### config.mk
export PLATFORM = sky130hd
export DESIGN_NAME = uart_rx_axis_fifo
export DESIGN_NICKNAME = d
export VERILOG_FILES = /design/src/rtl/uart_rx_axis_fifo.sv
export SDC_FILE = /design/constraint.sdc
export NUM_CORES = 1
export LEC_CHECK = 0
export ABC_AREA = 0
export ABC_CLOCK_PERIOD_IN_PS = 4400
export CAP_MARGIN = 20
export CORE_MARGIN = 3
export CORE_UTILIZATION = 45
export CTS_CLUSTER_DIAMETER = 100
export CTS_CLUSTER_SIZE = 10
export DETAILED_ROUTE_END_ITERATION = 12
export PLACE_DENSITY = 0.68
export SLEW_MARGIN = 10
export SYNTH_ARGS = -nofsm -noshare
export SYNTH_HDL_FRONTEND = slang
export SYNTH_SLANG_ARGS = --single-unit
### constraint.sdc
create_clock -name clk -period 4.4 [get_ports clk]
set_input_delay 0.88 -clock clk [delete_from_list [all_inputs] [get_ports clk]]
set_output_delay 0.88 -clock clk [all_outputs]
set_load 0.03 [all_outputs]
### src/rtl/uart_rx_axis_fifo.sv
// UART receiver (8N1, or 8E1 with UART_RX_PARITY_EN) feeding a DEPTH-entry FIFO
// that is drained as an AXI-Stream master; tlast marks bytes equal to LAST_CHAR.
module uart_rx_axis_fifo #(
    parameter int              WIDTH     = 8,
    parameter int              DEPTH     = 8,
    parameter int              CLK_RATE  = 50000000,
    parameter int              BAUD      = 115200,
    parameter logic [WIDTH-1:0] LAST_CHAR = 'h0A
) (
    input  logic                       clk,
    input  logic                       rst,
    input  logic                       rx,
    output logic [WIDTH-1:0]           m_axis_data,
    output logic                       m_axis_valid,
    input  logic                       m_axis_ready,
    output logic                       m_axis_last,
    output logic                       frame_err,
    output logic                       overrun,
`ifdef UART_RX_PARITY_EN
    output logic                       parity_err,
`endif
    output logic [$clog2(DEPTH+1)-1:0] fifo_count
);

    localparam int CLKS_PER_BIT = CLK_RATE / BAUD;
    localparam int HALF_BIT     = CLKS_PER_BIT / 2;
    localparam int PW           = $clog2(DEPTH);
    localparam int CW           = $clog2(DEPTH + 1);
    localparam int BCW          = $clog2(CLKS_PER_BIT + 1);
    localparam int IW           = $clog2(WIDTH + 1);

    localparam logic [BCW-1:0] HALF_LAST = BCW'(HALF_BIT - 1);
    localparam logic [BCW-1:0] BIT_LAST  = BCW'(CLKS_PER_BIT - 1);
    localparam logic [IW-1:0]  IDX_LAST  = IW'(WIDTH - 1);

    typedef enum logic [2:0] {
        S_IDLE,
        S_START,
        S_DATA,
`ifdef UART_RX_PARITY_EN
        S_PARITY,
`endif
        S_STOP,
        S_WAIT_IDLE
    } state_t;

    logic             rx_meta_reg;
    logic             rx_s;
    state_t           state_reg;
    logic [BCW-1:0]   baud_cnt_reg;
    logic [IW-1:0]    bit_idx_reg;
    logic [WIDTH-1:0] shift_reg;
    logic             frame_err_reg;
    logic             push_stb;
    logic             bit_tick;
`ifdef UART_RX_PARITY_EN
    logic             parity_bad_reg;
    logic             parity_err_reg;
`endif

    always_ff @(posedge clk or posedge rst) begin
        if (rst) begin
            rx_meta_reg <= 1'b1;
            rx_s        <= 1'b1;
        end else begin
            rx_meta_reg <= rx;
            rx_s        <= rx_meta_reg;
        end
    end

    assign bit_tick = (baud_cnt_reg == BIT_LAST);

    // The byte is pushed in the very cycle the stop bit is accepted.
`ifdef UART_RX_PARITY_EN
    assign push_stb = (state_reg == S_STOP) && bit_tick && rx_s && !parity_bad_reg;
`else
    assign push_stb = (state_reg == S_STOP) && bit_tick && rx_s;
`endif

    always_ff @(posedge clk or posedge rst) begin
        if (rst) begin
            state_reg      <= S_IDLE;
            baud_cnt_reg   <= '0;
            bit_idx_reg    <= '0;
            shift_reg      <= '0;
            frame_err_reg  <= 1'b0;
`ifdef UART_RX_PARITY_EN
            parity_bad_reg <= 1'b0;
            parity_err_reg <= 1'b0;
`endif
        end else begin
            frame_err_reg  <= 1'b0;
`ifdef UART_RX_PARITY_EN
            parity_err_reg <= 1'b0;
`endif
            case (state_reg)
                S_IDLE: begin
                    baud_cnt_reg <= '0;
                    if (!rx_s) state_reg <= S_START;
                end
                S_START: begin
                    if (baud_cnt_reg == HALF_LAST) begin
                        baud_cnt_reg <= '0;
                        bit_idx_reg  <= '0;
                        state_reg    <= rx_s ? S_IDLE : S_DATA;
                    end else begin
                        baud_cnt_reg <= baud_cnt_reg + 1'b1;
                    end
                end
                S_DATA: begin
                    if (bit_tick) begin
                        baud_cnt_reg <= '0;
                        shift_reg    <= {rx_s, shift_reg[WIDTH-1:1]};
                        if (bit_idx_reg == IDX_LAST) begin
`ifdef UART_RX_PARITY_EN
                            state_reg <= S_PARITY;
`else
                            state_reg <= S_STOP;
`endif
                        end else begin
                            bit_idx_reg <= bit_idx_reg + 1'b1;
                        end
                    end else begin
                        baud_cnt_reg <= baud_cnt_reg + 1'b1;
                    end
                end
`ifdef UART_RX_PARITY_EN
                S_PARITY: begin
                    if (bit_tick) begin
                        baud_cnt_reg   <= '0;
                        parity_bad_reg <= ^{shift_reg, rx_s};
                        state_reg      <= S_STOP;
                    end else begin
                        baud_cnt_reg <= baud_cnt_reg + 1'b1;
                    end
                end
`endif
                S_STOP: begin
                    if (bit_tick) begin
                        baud_cnt_reg <= '0;
                        if (!rx_s) begin
                            // Frame error wins over parity; wait out any break.
                            frame_err_reg <= 1'b1;
                            state_reg     <= S_WAIT_IDLE;
                        end else begin
`ifdef UART_RX_PARITY_EN
                            parity_err_reg <= parity_bad_reg;
`endif
                            state_reg <= S_IDLE;
                        end
                    end else begin
                        baud_cnt_reg <= baud_cnt_reg + 1'b1;
                    end
                end
                S_WAIT_IDLE: begin
                    if (rx_s) state_reg <= S_IDLE;
                end
                default: state_reg <= S_IDLE;
            endcase
        end
    end

    assign frame_err = frame_err_reg;
`ifdef UART_RX_PARITY_EN
    assign parity_err = parity_err_reg;
`endif

    logic [WIDTH:0]  mem [DEPTH];
    logic [PW-1:0]   wr_ptr_reg;
    logic [PW-1:0]   rd_ptr_reg;
    logic [CW-1:0]   count_reg;
    logic            overrun_reg;
    logic            pop;
    logic            wr_en;
    logic [WIDTH:0]  head;

    assign pop   = m_axis_valid && m_axis_ready;
    assign wr_en = push_stb && ((count_reg < CW'(DEPTH)) || pop);

    always_ff @(posedge clk) begin
        if (wr_en) mem[wr_ptr_reg] <= {shift_reg == LAST_CHAR, shift_reg};
    end

    always_ff @(posedge clk or posedge rst) begin
        if (rst) begin
            wr_ptr_reg  <= '0;
            rd_ptr_reg  <= '0;
            count_reg   <= '0;
            overrun_reg <= 1'b0;
        end else begin
            overrun_reg <= push_stb && !wr_en;
            if (wr_en) wr_ptr_reg <= wr_ptr_reg + 1'b1;
            if (pop)   rd_ptr_reg <= rd_ptr_reg + 1'b1;
            case ({wr_en, pop})
                2'b10:   count_reg <= count_reg + 1'b1;
                2'b01:   count_reg <= count_reg - 1'b1;
                default: count_reg <= count_reg;
            endcase
        end
    end

    // Gate the head so outputs read 0 while the FIFO is empty.
    assign head         = mem[rd_ptr_reg];
    assign m_axis_valid = (count_reg != '0);
    assign m_axis_data  = m_axis_valid ? head[WIDTH-1:0] : '0;
    assign m_axis_last  = m_axis_valid ? head[WIDTH] : 1'b0;
    assign overrun      = overrun_reg;
    assign fifo_count   = count_reg;

endmodule

==> After elaboration in Yosys (flattened, before gate mapping) <==
Memory sizes are Yosys's and may differ from the RTL's.
Cells that the tools add are included.
{ "word_totals": {"reg_bits": 38, "inputBits": 4, "ramBits": 72, "n_memories": 1, "output_inout_bits": 16, "word_cells": 76} }
{ "mem_list": {"columns": ["memory", "words", "word_bits", "read_ports", "rd_ports_with_merged_regs", "wr", "line", "rtl"], "rows": [
  ["mem", 8, 9, 1, 0, 1, "168", "logic [WIDTH:0] mem [DEPTH];"]
]} }
{ "classes": {"mux": 24, "add_sub_neg": 6, "reduce_logical": 16, "n_lt_le_gt_ge": 1, "n_eq_ne": 17} }
{ "op_table": {"columns": ["op", "count"], "rows": [
  ["9-bit one-hot mux with 3 select lines", 1],
  ["3-bit two-way mux", 7],
  ["9-bit two-way mux", 2],
  ["4-bit one-hot mux with 2 select lines", 2],
  ["3-bit one-hot mux with 5 select lines", 1],
  ["2-bit != test, second input constant", 7],
  ["4-bit two-way mux", 3],
  ["9-bit by 1-bit adder with 9-bit output, second input constant", 1],
  ["9-bit by 8-bit == test with 1-bit output, second input constant", 1],
  ["9-bit == test, second input constant", 1],
  ["4-bit by 1-bit adder with 4-bit output, second input constant", 2],
  ["8-bit by 4-bit == test with 1-bit output, second input constant", 1],
  ["8-bit two-way mux", 1],
  ["3-bit by 1-bit adder with 3-bit output, second input constant", 2],
  ["3-bit by 2-bit == test with 1-bit output, second input constant", 2],
  ["1-bit two-way mux", 6],
  ["6-bit AND reduction", 1],
  ["1-bit logical AND", 5],
  ["4-bit by 3-bit == test with 1-bit output, second input constant", 1],
  ["4-bit < comparator, second input constant", 1],
  ["4-bit AND reduction", 1],
  ["2-bit nonzero test", 2],
  ["4-bit nonzero test", 1],
  ["4-bit by 1-bit subtractor with 4-bit output, second input constant", 1],
  ["11 further kinds", 11]
]} }

==> Logic depth before layout (Yosys ltp) <==
{ "logic_depth": {"word_depth": 6, "depth_mapped": 12, "depth_no_buf": 12} }

==> Least setup slack after synthesis <==
No wires, ideal clock.
{ "synth_path": {"kind": "reg-to-reg", "start": "register count_reg[1] (netlist: fifo_count[1])", "end": "register count_reg[2] (netlist: fifo_count[2])", "t_arrival_ns": 2.664, "n_path_buf": 2, "path_slack_ns": 1.595, "period_less_slack_ns": 2.805, "t_required_ns": 4.259, "setup_time_ns": 0.141, "path_stages_with_launch": 13, "path_cell_list": "dfrtp_1 clkbuf_2 nor4_4 inv_2 and2_1 buf_6 ha_1 xor2_1 ha_1 a21oi_1 xor2_1 nor2_1 xor2_1"} }
{ "synth_via": {"elab_chain_cells": 6, "word_cells_on_any_way": 11, "cone_classes": "add/sub (2); order compare (1); eq/ne (2); mux (1); reduce/logical (5)"} }
{ "synth_rtl": {"columns": ["item", "line", "rtl"], "rows": [
  ["start, declared", "171", "logic [CW-1:0] count_reg;"],
  ["start signal, assigned", "195", "2'b10: count_reg <= count_reg + 1'b1;"],
  ["start signal, assigned", "196", "2'b01: count_reg <= count_reg - 1'b1;"],
  ["start signal, assigned", "197", "default: count_reg <= count_reg;"],
  ["4-bit nonzero test (*)", "204", "assign m_axis_valid = (count_reg != '0);"],
  ["net m_axis_valid", "14", "output logic m_axis_valid,"],
  ["1-bit logical AND (*)", "177", "assign pop = m_axis_valid && m_axis_ready;"],
  ["net pop", "173", "logic pop;"],
  ["1-bit logical OR", "178", "assign wr_en = push_stb && ((count_reg < CW'(DEPTH)) || pop);"],
  ["1-bit logical AND", "178", null],
  ["2-bit by 1-bit == test with 1-bit output or 2-bit == test (tied branches)", "194", "case ({wr_en, pop})"],
  ["4-bit one-hot mux with 2 select lines or 2-bit nonzero test (tied branches)", null, null]
]} }
Mark *: on every way through the listed nets, which the timed path passes. The rest lies on a longest branch.
A chain may end at the register's enable or synchronous reset.

==> Worst setup path after layout <==
{ "layout_path": {"start": "register rd_ptr_reg[1]", "end": "output port m_axis_data[6]"} }
{ "layout_via": {"elab_chain_cells": 2} }
{ "layout_rtl": {"columns": ["item", "line", "rtl"], "rows": [
  ["start, declared", "170", "logic [PW-1:0] rd_ptr_reg;"],
  ["start signal, assigned", "193", "if (pop) rd_ptr_reg <= rd_ptr_reg + 1'b1;"],
  ["memory read 8 x 9 bit", null, null],
  ["8-bit two-way mux", "205", "assign m_axis_data = m_axis_valid ? head[WIDTH-1:0] : '0;"],
  ["end, declared", "13", "output logic [WIDTH-1:0] m_axis_data,"]
]} }
No other way between the ends.

==> impl_metrics.py <==
metrics = {
    "yosys": {
        "syn_area_um2": 4850,
        "synth-seq-cells": 110,
        "ys_async_sr_fraction": 0.345,
        "yosysWarnings": 0,
        "synth.largest_area_cell": "edfxtp_1",
        "synthDominantCellAreaShare": 0.446,
        "yosys_most_used_dff": "edfxtp_1",
        "synth-seq-area-share": 0.643,
        "synth_area_leaders": "edfxtp_1 45%, dfrtp_1 19%, mux4_2 8.4%, mux2i_1 2.9%, ha_1 2.3%",
        "syn_inst": 309,
        "synth_edf_count": 72,
        "synth.distinct_cells": 60,
        "syn-num-nets": 322,
        "avgSynthCellArea_um2": 15.7,
    },
    "layout": {
        "syn2layout_area_growth_pct": 11.9,
        "register_area_um2": 3120,
        "largest_reg_flops": 72,
        "layout_commonest_cell": "edfxtp_1",
        "final_cells": 473,
        "design_area_um2": 5420,
        "fin_util": 0.520,
        "drive_above_1_share": 0.202,
        "fin_nets": 345,
        "fillers": 849,
        "diodes": 0,
        "layout_common_cells": "72 x edfxtp_1, 36 x dfrtp_1, 29 x nor2_1",
        "multi_input_area_um2": 1630,
    },
    "pwr": {
        "power.internal_uw": 1420,
        "switchingPower_uw": 340,
        "p_leak_uw": 0.00206,
        "ir_drop_mv": 0.191,
        "pwr-share-comb": 0.008,
        "power_density_nw_per_um2": 325,
        "seqPwrFrac": 0.621,
        "power_switching_share": 0.193,
        "clkPwrFrac": 0.371,
    },
    "sta": {
        "finalHoldViolCount": 0,
        "finClkSkew_ps": 7.18,
        "relSlewSlack": 0.304,
        "setup_tns_ps": 0,
        "fmax_mhz": 293,
        "hold_ws_ps": 364,
        "finalSetupViolations": 0,
        "rsz0062_at_grt": "no",
        "drv_slew": 0,
        "min_period_ps": 3410,
        "worst_pin_slew_ps": 1040,
        "finalCritPeriodShare": 0.775,
    },
    "critical_path": {
        "worstSetupEndpoint": "m_axis_data[6]",
        "crit_fanout": 20,
        "reg2reg_slack_ps": 1460,
        "worstSetupStartpointType": "flop",
        "cp.depth": 4,
        "worstPathArrival_ps": 2530,
        "crit_path_top_delay_cell": "dfrtp_1",
        "critPathMaxStageDelay_ps": 910,
        "r2r-end": "mem[6][4]$_DFFE_PP_",
        "crit_family": "flip-flops",
        "rr_startpoint": "baud_cnt_reg[1]$_DFFE_PP0P_",
        "worstPathRequired_ps": 3520,
        "reg2reg_depth": 6,
        "path_class": "reg -> out",
        "endpoint_kind": "primary output",
        "path_cells": "mux4_2 -> mux2i_1 -> nor2_1 -> clkdlybuf4s50_1",
        "critical_path_buf_inv_count": 1,
        "cp-startpoint": "rd_ptr_reg[1]$_DFFE_PP0P_",
    },
    "clocking": {
        "cts_tree": "yes",
        "cts_resized": 0,
        "cts_num_sinks": 110,
        "clock_path_buffers": 2,
        "cts_root_buf": "clkbuf_8",
        "cts_setup_buffers": 0,
        "hold_buffers": 0,
        "clk_pin_slew_ps": 100,
        "cts_made_buffers": 9,
        "cts_max_level": 3,
        "worstSkewPairLatency_ps": 350,
    },
    "placement": {
        "dp.cells": 456,
        "gp_congestion": 0.764,
        "io_buffers": 19,
        "dpl_cell_area_um2": 5170,
        "dp_hpwl_um": 5510,
    },
    "die": {
        "rows": 37,
        "ios": 20,
        "die_w_um": 110,
        "dieArea_um2": 12000,
        "start_util": 0.465,
        "die_h_um": 110,
        "core_um2": 10400,
    },
    "run_status": {
        "outcome": "completed",
    },
    "detailed_routing": {
        "vias": 2657,
        "ant_nets": 0,
        "drt-initial-drc-count": 167,
        "route.detailed.drc": 0,
        "wire_per_inst_um": 17.6,
        "dr.pass1.iters": 4,
        "via_per_inst": 5.62,
        "drt_wl_total_um": 8350,
    },
    "global_routing": {
        "antenna_found_initial": 0,
        "grt_max_degree": 25,
        "grt_pass1_vias": 2656,
        "grt_first_pass_wirelength_um": 14000,
        "grt_use_total": 0.154,
        "grt_overflow": 0,
    },
    "min_path": {
        "holdCritPathClass": "reg -> reg",
    },
    "flow_run": {
        "cap_violations": 0,
    },
}
==> worst min-delay path by stage <==
stage / start / endpoint / slack, ps / cells after the start
floorplan: rx_meta_reg$_DFF_PP1_ / rx_s$_DFF_PP1_ / 350 / 0
global placement: rx_meta_reg$_DFF_PP1_ / rx_s$_DFF_PP1_ / 350 / 0
detailed placement: rx_meta_reg$_DFF_PP1_ / rx_s$_DFF_PP1_ / 350 / 0
CTS: rx_meta_reg$_DFF_PP1_ / rx_s$_DFF_PP1_ / 370 / 0
global route: rx_meta_reg$_DFF_PP1_ / rx_s$_DFF_PP1_ / 380 / 0
finish: rx_meta_reg$_DFF_PP1_ / rx_s$_DFF_PP1_ / 360 / 0
==> power by group through the flow <==
stage | Clock, uW | Sequential (uW) | Combinational, uW
2_1_floorplan | 0 | 1110 | 6.65
3_3_place_gp | 0 | 1120 | 11.3
3_5_place_dp | 0 | 1120 | 11.5
4_1_cts | 664 | 1090 | 11.4
5_1_grt | 712 | 1090 | 16.0
6_report | 653 | 1090 | 13.8
==> stage by stage <==
stage | total power [uW] | setup slack, ps
floorplan | 1120 | 1600
global placement | 1130 | 1340
detailed placement | 1130 | 1340
CTS | 1770 | 947
global route | 1820 | 822
finish | 1760 | 991
==> worst reg2reg max path: stages (launching register included) <==
cell and delay, ps:
dfrtp_1 410, inv_1 110, ha_1 170, nand4b_1 260
nor4_4 480, nand4b_1 280, nor2_1 860
==> routing by layer <==
metal	global-route usage	routed length [um]	up-vias
met2	0.255	4260	42
li1	-	-	1232
met4	0.0410	92	0
met3	0.0341	254	9
met5	0	0	-
met1	0.206	3740	1374
==> cell families (layout without fill, tap and decap cells) <==
kind of cell	after synthesis	after routing	share of synthesized area
adder cells (fa/ha/maj)	9	9	0.0232
buffers and inverters	21	49	0.0214
AND/OR/NAND/NOR	80	80	0.100
AO/OA/AOI/OAI	36	36	0.0532
flip-flops	110	110	0.643
multiplexers	44	44	0.143
XOR/XNOR	9	9	0.0163
==> cell usage after synthesis (3+ instances only) <==
cell type and n:
nand4_1 3, nor2_1 29, o21ai_0 9, dfrtp_1 36
nand3_1 4, xor2_1 4, and2_1 3, mux2i_1 14
buf_2 3, ha_1 9, nand2b_1 5, xnor2_1 5
nand2_1 11, inv_1 7, a21oi_1 5, mux2_2 9
mux2_4 3, nor3_1 6, clkbuf_1 3, mux4_2 18
edfxtp_1 72, nor4_4 3
==> area by class of cell <==
type                       count  area share
timing repair buffer          25      0.0471
inverter                       8     0.00554
clock buffer                   9      0.0229
clock inverter                 7      0.0182
tap                          136      0.0314
multi-input combinational    178       0.300
sequential                   110       0.575
No activity file was read; power rests on OpenSTA's default activity.
